File: config.mk
export PLATFORM = sky130hd
export DESIGN_NAME = uart_tx_ctrl
export DESIGN_NICKNAME = d
export VERILOG_FILES = /design/src/rtl/uart_pkg.sv /design/src/rtl/uart_baud_counter.sv /design/src/rtl/uart_tx_ctrl.sv
export SDC_FILE = /design/constraint.sdc
export NUM_CORES = 1
export LEC_CHECK = 0
export CELL_PAD_IN_SITES_DETAIL_PLACEMENT = 0
export CELL_PAD_IN_SITES_GLOBAL_PLACEMENT = 1
export CORE_ASPECT_RATIO = 0.6
export CORE_MARGIN = 2
export CORE_UTILIZATION = 35
export CTS_CLUSTER_SIZE = 10
export DETAILED_ROUTE_END_ITERATION = 12
export PLACE_DENSITY = 0.85
export SYNTH_ARGS = -nofsm -noshare
export SYNTH_HDL_FRONTEND = slang
export SYNTH_SLANG_ARGS = --single-unit
File: constraint.sdc
create_clock -name i_clk -period 2.18 [get_ports i_clk]
set_input_delay 0.545 -clock i_clk [delete_from_list [all_inputs] [get_ports i_clk]]
set_output_delay 0.545 -clock i_clk [all_outputs]
set_load 0.02 [all_outputs]
File: src/rtl/uart_pkg.sv
// ---------------------------------------------------------------------------
// uart_pkg
// Shared definitions for the UART transmit path (and later the receiver).
//   - state_t    : controller states IDLE, START, DATA, PARITY, STOP
//   - DATA_BITS  : data bits per frame, fixed to the PISO width
//   - BIT_IDX_W  : width of a counter that indexes the data bits
//   - cntWidth() : width needed for a counter running 0..n-1 (at least 1)
// ---------------------------------------------------------------------------
package uart_pkg;

    localparam int DATA_BITS = 8;
    localparam int BIT_IDX_W = 3;

    typedef enum logic [2:0] {
        IDLE   = 3'd0,
        START  = 3'd1,
        DATA   = 3'd2,
        PARITY = 3'd3,
        STOP   = 3'd4
    } state_t;

    // ceil(log2(n)) with a floor of 1, so that a divide-by-2 baud counter
    // still gets a real one-bit register.
    function automatic int cntWidth(input int n);
        int w;
        w = 1;
        for (int i = 1; i < 32; i++) begin
            if ((1 << w) < n) begin
                w = w + 1;
            end
        end
        return w;
    endfunction

endpackage

File: src/rtl/uart_baud_counter.sv
// ---------------------------------------------------------------------------
// uart_baud_counter
// Free-running baud counter 0..CLKS_PER_BIT-1. Held at zero while i_clear is
// high, wraps by itself at the end of every bit period.
// Ports:
//   i_clk      : system clock
//   i_rst_n    : asynchronous active-low reset
//   i_clear    : synchronous clear, holds the count at 0
//   o_bit_end  : high in the last clock of a bit (count == CLKS_PER_BIT-1)
// ---------------------------------------------------------------------------
module uart_baud_counter
    import uart_pkg::*;
#(
    parameter int CLKS_PER_BIT = 868
) (
    input  logic i_clk,
    input  logic i_rst_n,
    input  logic i_clear,
    output logic o_bit_end
);

    localparam int CNT_W = cntWidth(CLKS_PER_BIT);
    localparam logic [CNT_W-1:0] LAST_CNT = CNT_W'(CLKS_PER_BIT - 1);

    logic [CNT_W-1:0] r_count;

    // Count up through the bit period and restart, so consecutive bits are
    // timed back to back without the controller having to reload anything.
    always_ff @(posedge i_clk or negedge i_rst_n) begin
        if (!i_rst_n) begin
            r_count <= '0;
        end else if (i_clear) begin
            r_count <= '0;
        end else if (r_count == LAST_CNT) begin
            r_count <= '0;
        end else begin
            r_count <= r_count + CNT_W'(1);
        end
    end

    assign o_bit_end = (r_count == LAST_CNT);

endmodule

File: src/rtl/uart_tx_ctrl.sv
// ---------------------------------------------------------------------------
// uart_tx_ctrl
// UART transmit controller sitting between a byte source and an external
// 8-bit PISO. It accepts a byte over valid/ready, loads the PISO, issues
// baud-aligned shift strobes and frames the PISO output on the tx line as
// start bit, 8 data bits (MSB first), optional even parity, stop bit.
//
// Build option: define UART_TX_PARITY_EN to insert an even parity bit
// between the last data bit and the stop bit.
//
// Ports:
//   i_clk        : system clock
//   i_rst_n      : asynchronous active-low reset (aborts a frame, tx -> 1)
//   i_tx_data    : byte to send, taken on the accept cycle
//   i_tx_valid   : source has a byte
//   o_tx_ready   : controller can accept (IDLE only)
//   o_piso_data  : parallel word to the PISO (pass-through of i_tx_data)
//   o_piso_load  : one-cycle PISO load strobe (accept cycle)
//   o_piso_shift : one-cycle PISO shift strobe (last clock of a bit)
//   i_piso_out   : registered serial bit from the PISO, MSB first
//   o_tx         : UART line, idle high
//   o_busy       : high from the accept edge until the frame completes
//   o_tx_done    : one-cycle pulse in the last clock of the stop bit
// ---------------------------------------------------------------------------
module uart_tx_ctrl
    import uart_pkg::*;
#(
    parameter int CLKS_PER_BIT = 868
) (
    input  logic                 i_clk,
    input  logic                 i_rst_n,
    input  logic [DATA_BITS-1:0] i_tx_data,
    input  logic                 i_tx_valid,
    output logic                 o_tx_ready,
    output logic [DATA_BITS-1:0] o_piso_data,
    output logic                 o_piso_load,
    output logic                 o_piso_shift,
    input  logic                 i_piso_out,
    output logic                 o_tx,
    output logic                 o_busy,
    output logic                 o_tx_done
);

    localparam logic [BIT_IDX_W-1:0] LAST_IDX = BIT_IDX_W'(DATA_BITS - 1);

    state_t                 r_state;
    state_t                 w_next_state;
    logic [BIT_IDX_W-1:0]   r_bit_idx;
    logic                   w_bit_end;
    logic                   w_clear;
    logic                   w_parity;

    // The counter sits at zero in IDLE so the START bit always gets a full
    // bit period measured from the accept edge.
    uart_baud_counter #(
        .CLKS_PER_BIT (CLKS_PER_BIT)
    ) u_baud (
        .i_clk     (i_clk),
        .i_rst_n   (i_rst_n),
        .i_clear   (w_clear),
        .o_bit_end (w_bit_end)
    );

`ifdef UART_TX_PARITY_EN
    logic [DATA_BITS-1:0] r_data;

    // The PISO consumes the byte, so a private copy is kept for parity.
    always_ff @(posedge i_clk or negedge i_rst_n) begin
        if (!i_rst_n) begin
            r_data <= '0;
        end else if (r_state == IDLE && i_tx_valid) begin
            r_data <= i_tx_data;
        end
    end

    assign w_parity = ^r_data;
`else
    assign w_parity = 1'b0;
`endif

    // State register.
    always_ff @(posedge i_clk or negedge i_rst_n) begin
        if (!i_rst_n) begin
            r_state <= IDLE;
        end else begin
            r_state <= w_next_state;
        end
    end

    // Data bit index; only meaningful in DATA, parked at zero elsewhere.
    always_ff @(posedge i_clk or negedge i_rst_n) begin
        if (!i_rst_n) begin
            r_bit_idx <= '0;
        end else if (r_state != DATA) begin
            r_bit_idx <= '0;
        end else if (w_bit_end) begin
            r_bit_idx <= r_bit_idx + BIT_IDX_W'(1);
        end
    end

    // Next state and strobes. The shift issued at the end of START makes the
    // PISO present bit 7 on the same edge the FSM enters DATA; the last data
    // bit gets no shift because nothing follows it in the PISO.
    always_comb begin
        w_next_state = r_state;
        o_piso_load  = 1'b0;
        o_piso_shift = 1'b0;
        o_tx_done    = 1'b0;
        w_clear      = 1'b0;
        case (r_state)
            IDLE: begin
                w_clear = 1'b1;
                if (i_tx_valid) begin
                    o_piso_load  = 1'b1;
                    w_next_state = START;
                end
            end
            START: begin
                if (w_bit_end) begin
                    o_piso_shift = 1'b1;
                    w_next_state = DATA;
                end
            end
            DATA: begin
                if (w_bit_end) begin
                    if (r_bit_idx == LAST_IDX) begin
`ifdef UART_TX_PARITY_EN
                        w_next_state = PARITY;
`else
                        w_next_state = STOP;
`endif
                    end else begin
                        o_piso_shift = 1'b1;
                    end
                end
            end
            PARITY: begin
                if (w_bit_end) begin
                    w_next_state = STOP;
                end
            end
            STOP: begin
                if (w_bit_end) begin
                    o_tx_done    = 1'b1;
                    w_next_state = IDLE;
                end
            end
            default: begin
                w_next_state = IDLE;
            end
        endcase
    end

    // Line driver: selects only between constants, the registered PISO bit
    // and the registered-byte parity, so tx never sees a glitchy input path.
    always_comb begin
        o_tx = 1'b1;
        case (r_state)
            START:   o_tx = 1'b0;
            DATA:    o_tx = i_piso_out;
            PARITY:  o_tx = w_parity;
            default: o_tx = 1'b1;
        endcase
    end

    assign o_tx_ready  = (r_state == IDLE);
    assign o_busy      = (r_state != IDLE);
    assign o_piso_data = i_tx_data;

endmodule

-- Yosys cells after proc, flatten, opt, wreduce, memory -nomap -nowiden
Cells that the tools add are included.
W data, S select, Z words.
- register bits: 16
- input bits: 12
- output and inout bits: 14
- logic and storage cells: 43
- add/sub/neg operators: 2
- equality and inequality tests: 13
- multiplexer cells: 20
- reductions and logical operators: 5
- operators with widths (kind ; count):
    $mux W3 ; 8
    $mux W10 ; 2
    $pmux W3 S5 ; 1
    $add A10 B1 Y10 const B ; 1
    $eq A10 B10 Y1 const B ; 1
    $ne A2 B1 Y1 const B ; 4
    $mux W1 ; 7
    $eq A3 B2 Y1 const B ; 2
    $eq A3 B3 Y1 const B ; 2
    $reduce_and A6 Y1 ; 1
    $ne A2 B2 Y1 const B ; 2
    $pmux W1 S2 ; 2
    $add A3 B1 Y3 const B ; 1
    $eq A3 B1 Y1 const B ; 1
    $logic_not A3 Y1 ; 1
    $ne A3 B2 Y1 const B ; 1
    $reduce_bool A3 Y1 ; 1
    $reduce_bool A2 Y1 ; 1
    $reduce_or A2 Y1 ; 1

-- Logic depth before layout (Yosys ltp)
- word-level depth: 4
- gate-level depth with buffers: 5
- mapped depth without buffers: 5

-- Cells and area by module
A second synthesis with hierarchy kept.
- cells, all modules: 96
- area total of the unflattened synthesis: 962.2 um^2
- modules (own cells, without submodules) (module ; instances ; cells each ; area each (um^2) ; seq. area each (um^2)):
    uart_baud_counter ; 1 ; 52 ; 535.5 ; 250.2
    uart_tx_ctrl ; 1 ; 44 ; 426.7 ; 150.1

-- Worst setup path after synthesis
OpenSTA, ideal clock, no wires.
- path kind: register to output
- start: register r_state[0]
- end: output port o_piso_load
- data arrival time: 1.530 ns
- data required time: 1.635 ns
- setup slack: 0.105 ns
- cell stages (with the launch flop): 4
- buffers on the path: 1
- cells stage by stage: dfrtp_1 -> clkbuf_2 -> nor3_1 -> and2_1
- word-level cells in the longest chain between the ends: 2
- ends and longest elaborated chain (item ; RTL line ; source):
    start, declared ; uart_tx_ctrl.sv:46 ; state_t r_state;
    start signal, assigned ; uart_tx_ctrl.sv:86 ; r_state <= w_next_state;
    $logic_not A3 Y1 ; n/a ;
    via o_tx_ready ; uart_tx_ctrl.sv:34 ; output logic o_tx_ready,
    $mux W1 ; uart_tx_ctrl.sv:110 ; case (r_state)
    end, declared ; uart_tx_ctrl.sv:36 ; output logic o_piso_load,
The timed path passes the listed nets, and every way through them passes these cells.

-- Worst setup path in the final report
- start: input port i_piso_out
- end: output port o_tx
- word-level cells in the longest chain between the ends: 1
- ends and longest elaborated chain (item ; RTL line ; source):
    start, declared ; uart_tx_ctrl.sv:38 ; input logic i_piso_out,
    $pmux W1 S2 ; uart_tx_ctrl.sv:158 ; case (r_state)
    end, declared ; uart_tx_ctrl.sv:39 ; output logic o_tx,
No other way between the ends.

==> metrics.md <==
| Metric | Value |
|---|---|
| Cell count after synthesis | `98` |
| Post-synthesis net count | `113` |
| GRT Total Usage | `15.6%` |
| Syn avg cell area | `9.69 µm²` |
| Remaining Overflow, GRT | `0` |
| Slew HR | `56.0%` |
| RSZ-0062 raised after global routing | `no` |
| IO buf count | `9` |
| Root Buffer | `clkbuf_8` |
| Vias in the first global route | `810` |
| Most instantiated cells after synthesis | `dfrtp_1, buf_4, nand2_1` |
| CTS Buf Count | `3` |
| Area share of the largest cell type after synthesis | `42.2%` |
| Sequential share of the synthesized area | `42.2%` |
| Vias/cell | `5.15` |
| First-pass GRT wire length | `3730 µm` |
| H-tree levels | `1` |
| Ys async rst share | `100%` |
| Die ar. | `3160 µm²` |
| Flops & latches, synth | `16` |
| Clk slew on worst S/H paths | `0.06 ns` |
| Primary FF master, synth | `dfrtp_1` |
| Clk pwr share | `24.7%` |
| Via Count | `799` |
| Starting density of the core | `37.4%` |
| Synth cell types | `31` |
| Hold endpoint | `r_bit_idx[1]` |
| Largest net degree at the start of global routing | `17` |
| Adder-cell area share of the yosys netlist | `3.95%` |
| Drt pass-1 iters | `4` |
| Worst setup EP type | `output port` |
| Hold buffer count at cts | `0` |
| Synth top area cells | `dfrtp_1, buf_4, ha_1, a21oi_1, mux2i_1` |
| Final Skew | `0.00554 ns` |
| Final ANT Viol Nets | `0` |
| Final hold violation count | `0` |
| Total wire length | `2110 µm` |
| # Post-CTS Setup Buffers | `0` |
| Count leader, synth | `dfrtp_1` |
| Rows | `14` |
| Fraction of layout cells with a size suffix above 1 | `30.1%` |
| Worst hold-check path type | `flop to flop` |
| Clock sinks | `16` |
| Fraction of synthesized cell area in xor and xnor cells | `1.84%` |
| Net Switching | `275 µW` |
| Critical path class | `primary input to output port` |
| DRC | `0` |
| Max IR drop VDD | `0.361 mV` |
| Combinational fraction of design power | `33.2%` |
| Routed length per instance | `13.6 µm` |
| Tot Pwr | `883 µW` |
| Chip width | `71.2 µm` |
| Ant. Diodes | `0` |
| Setup violators final | `0` |
| CP arrival | `1.50 ns` |
| Final Cycle Share | `93.9%` |
| WP data required | `1.63 ns` |
| Largest family of logic cells by synthesized area | `simple AND/OR/NAND/NOR gates` |
| Fin util | `48.5%` |
| Hpwl dp | `1610 µm` |
| Post-synth EDFFs | `0` |
| GPL Wtd Cong | `0.794` |
| Core outline area | `2540 µm²` |
| IO Pins | `26` |
| Worst R2R Path Depth | `4` |
| Pwr/cell area | `718 nW/µm²` |
| Status | `completed` |
| Starting DRT DRC Count | `61` |
| Flop pwr share | `42.0%` |
| Compound-Gate Fraction of Synth Area | `12.8%` |
| Worst R2R Setup Slack | `0.40 ns` |
| Worst-skew pair later-pin latency | `0.25 ns` |
| Nets@finish | `140` |
| Synth area leader | `dfrtp_1` |
| Synth Area in Simple Gates | `28.1%` |
| Max Cap Violations | `0` |
| Leak pwr | `0.550 nW` |
| Finished Cell Area | `1230 µm²` |
| Critical Path Fanout Max | `1` |
| Hold Crit Depth | `2` |
| Die height | `44.4 µm` |
| Worst flop-to-flop path startpoint | `u_baud.r_count[3]` |
| Beginning of the worst hold path | `r_bit_idx[1]` |
| Worst Tran Pin Value | `0.659 ns` |
| Sw frac | `31.1%` |
| Post-Syn Area | `950 µm²` |
| Mux share of post-synthesis cell area | `3.16%` |
| TritonCTS clock tree | `done` |
| Reg-to-Reg End | `u_baud.r_count[5]` |
| Max Slew Vio Count | `0` |
| Fmax | `0.488 GHz` |
| Clock tree buffer depth | `2` |
| Placed cell areas | `1180 µm²` |
| Setup crit start kind | `primary input` |
| # fillers | `242` |
| Min Tclk post-route | `2.05 ns` |
| Initial antenna violation count | `0` |
| Pint | `609 µW` |
| Area Growth Syn to Fin | `29.6%` |
| Yosys warning count | `0` |
[routing by layer]
layer / vias to the layer above / global-route usage [%] / share of wire, %
met4: 0 / 5.28 / 0.19
met1: 382 / 22.8 / 53
met2: 19 / 21.5 / 41
met5: - / 0 / 0
li1: 396 / - / -
met3: 2 / 5.47 / 5.7
[state kept, by name, summed over array words and instances (netlist names)]
| signal | count |
|---|---|
| r_state | 3 |
| u_baud.r_count | 10 |
| r_bit_idx | 3 |
[critical path, cell delays in order]
cell	delay, ns
clkdlybuf4s50_1	0.45
nor2b_1	0.04
o21ai_0	0.12
dlygate4sd2_1	0.35
[through the flow]
stage / setup TNS [ns] / setup WS (ns) / cells / hold WS, ns
after detailed placement: -0.503 / -0.158 / 152 / 0.510
after CTS: 0 / 0.0313 / 155 / 0.539
after global placement: -0.473 / -0.144 / 152 / 0.520
after global routing: 0 / 0.00932 / 155 / 0.559
final: 0 / 0.132 / 155 / 0.538
after floorplan: 0 / 0.105 / 98 / 0.249
[layout make-up]
class	instances	area [µm²]	share of cell area, %
sequential	16	400	32.5
timing repair buffer	31	244	19.8
clock buffer	3	41.3	3.35
inverter	3	11.3	0.915
multi-input combinational	70	494	40.1
tap	32	40.0	3.25
[worst max path at each step]
stage                      startpoint  depth (start not counted)            to
CTS                 u_baud.r_count[3]                          5     o_tx_done
floorplan                  r_state[0]                          3   o_piso_load
detailed placement         i_piso_out                          4          o_tx
global placement           i_piso_out                          4          o_tx
global route             r_bit_idx[0]                          6  o_piso_shift
finish                     i_piso_out                          4          o_tx
[repair_timing]
item                       4_1_cts  5_1_grt
setup endpoints to repair        5        2
gates resized for setup         13        3
pin swaps                        0        0
[cells by family (layout without fill, tap and decap cells)]
family | count (synthesis) | after routing
buf+inv | 12 | 37
mux | 3 | 3
flops | 16 | 16
compound gates | 18 | 18
simple gates | 44 | 44
fa+ha+maj | 3 | 3
xor+xnor | 2 | 2
[power by group through the flow]
stage                     clock, mW  sequential (mW)  combinational, mW
final                         0.219            0.371              0.294
after global placement            0            0.370              0.286
after global routing          0.243            0.377              0.333
after CTS                     0.227            0.372              0.294
after detailed placement          0            0.374              0.294
after floorplan                   0            0.394              0.143
[cell usage in the layout (no fill, tap or decap), types with 2 or more instances in the layout]
cell type        count
a21oi_1              6
buf_4               23
clkbuf_8             3
clkdlybuf4s50_1      4
dfrtp_1             16
dlygate4sd2_1        3
ha_1                 3
inv_1                3
mux2i_1              3
nand2_1              8
nand2b_1             2
nand3_1              5
nand4_1              3
nor2_1               5
nor2b_1              4
o21ai_0              6
o31ai_1              2
or3_1                3
or4_1                2
xor2_1               2
(Power assumes the default switching activity.)
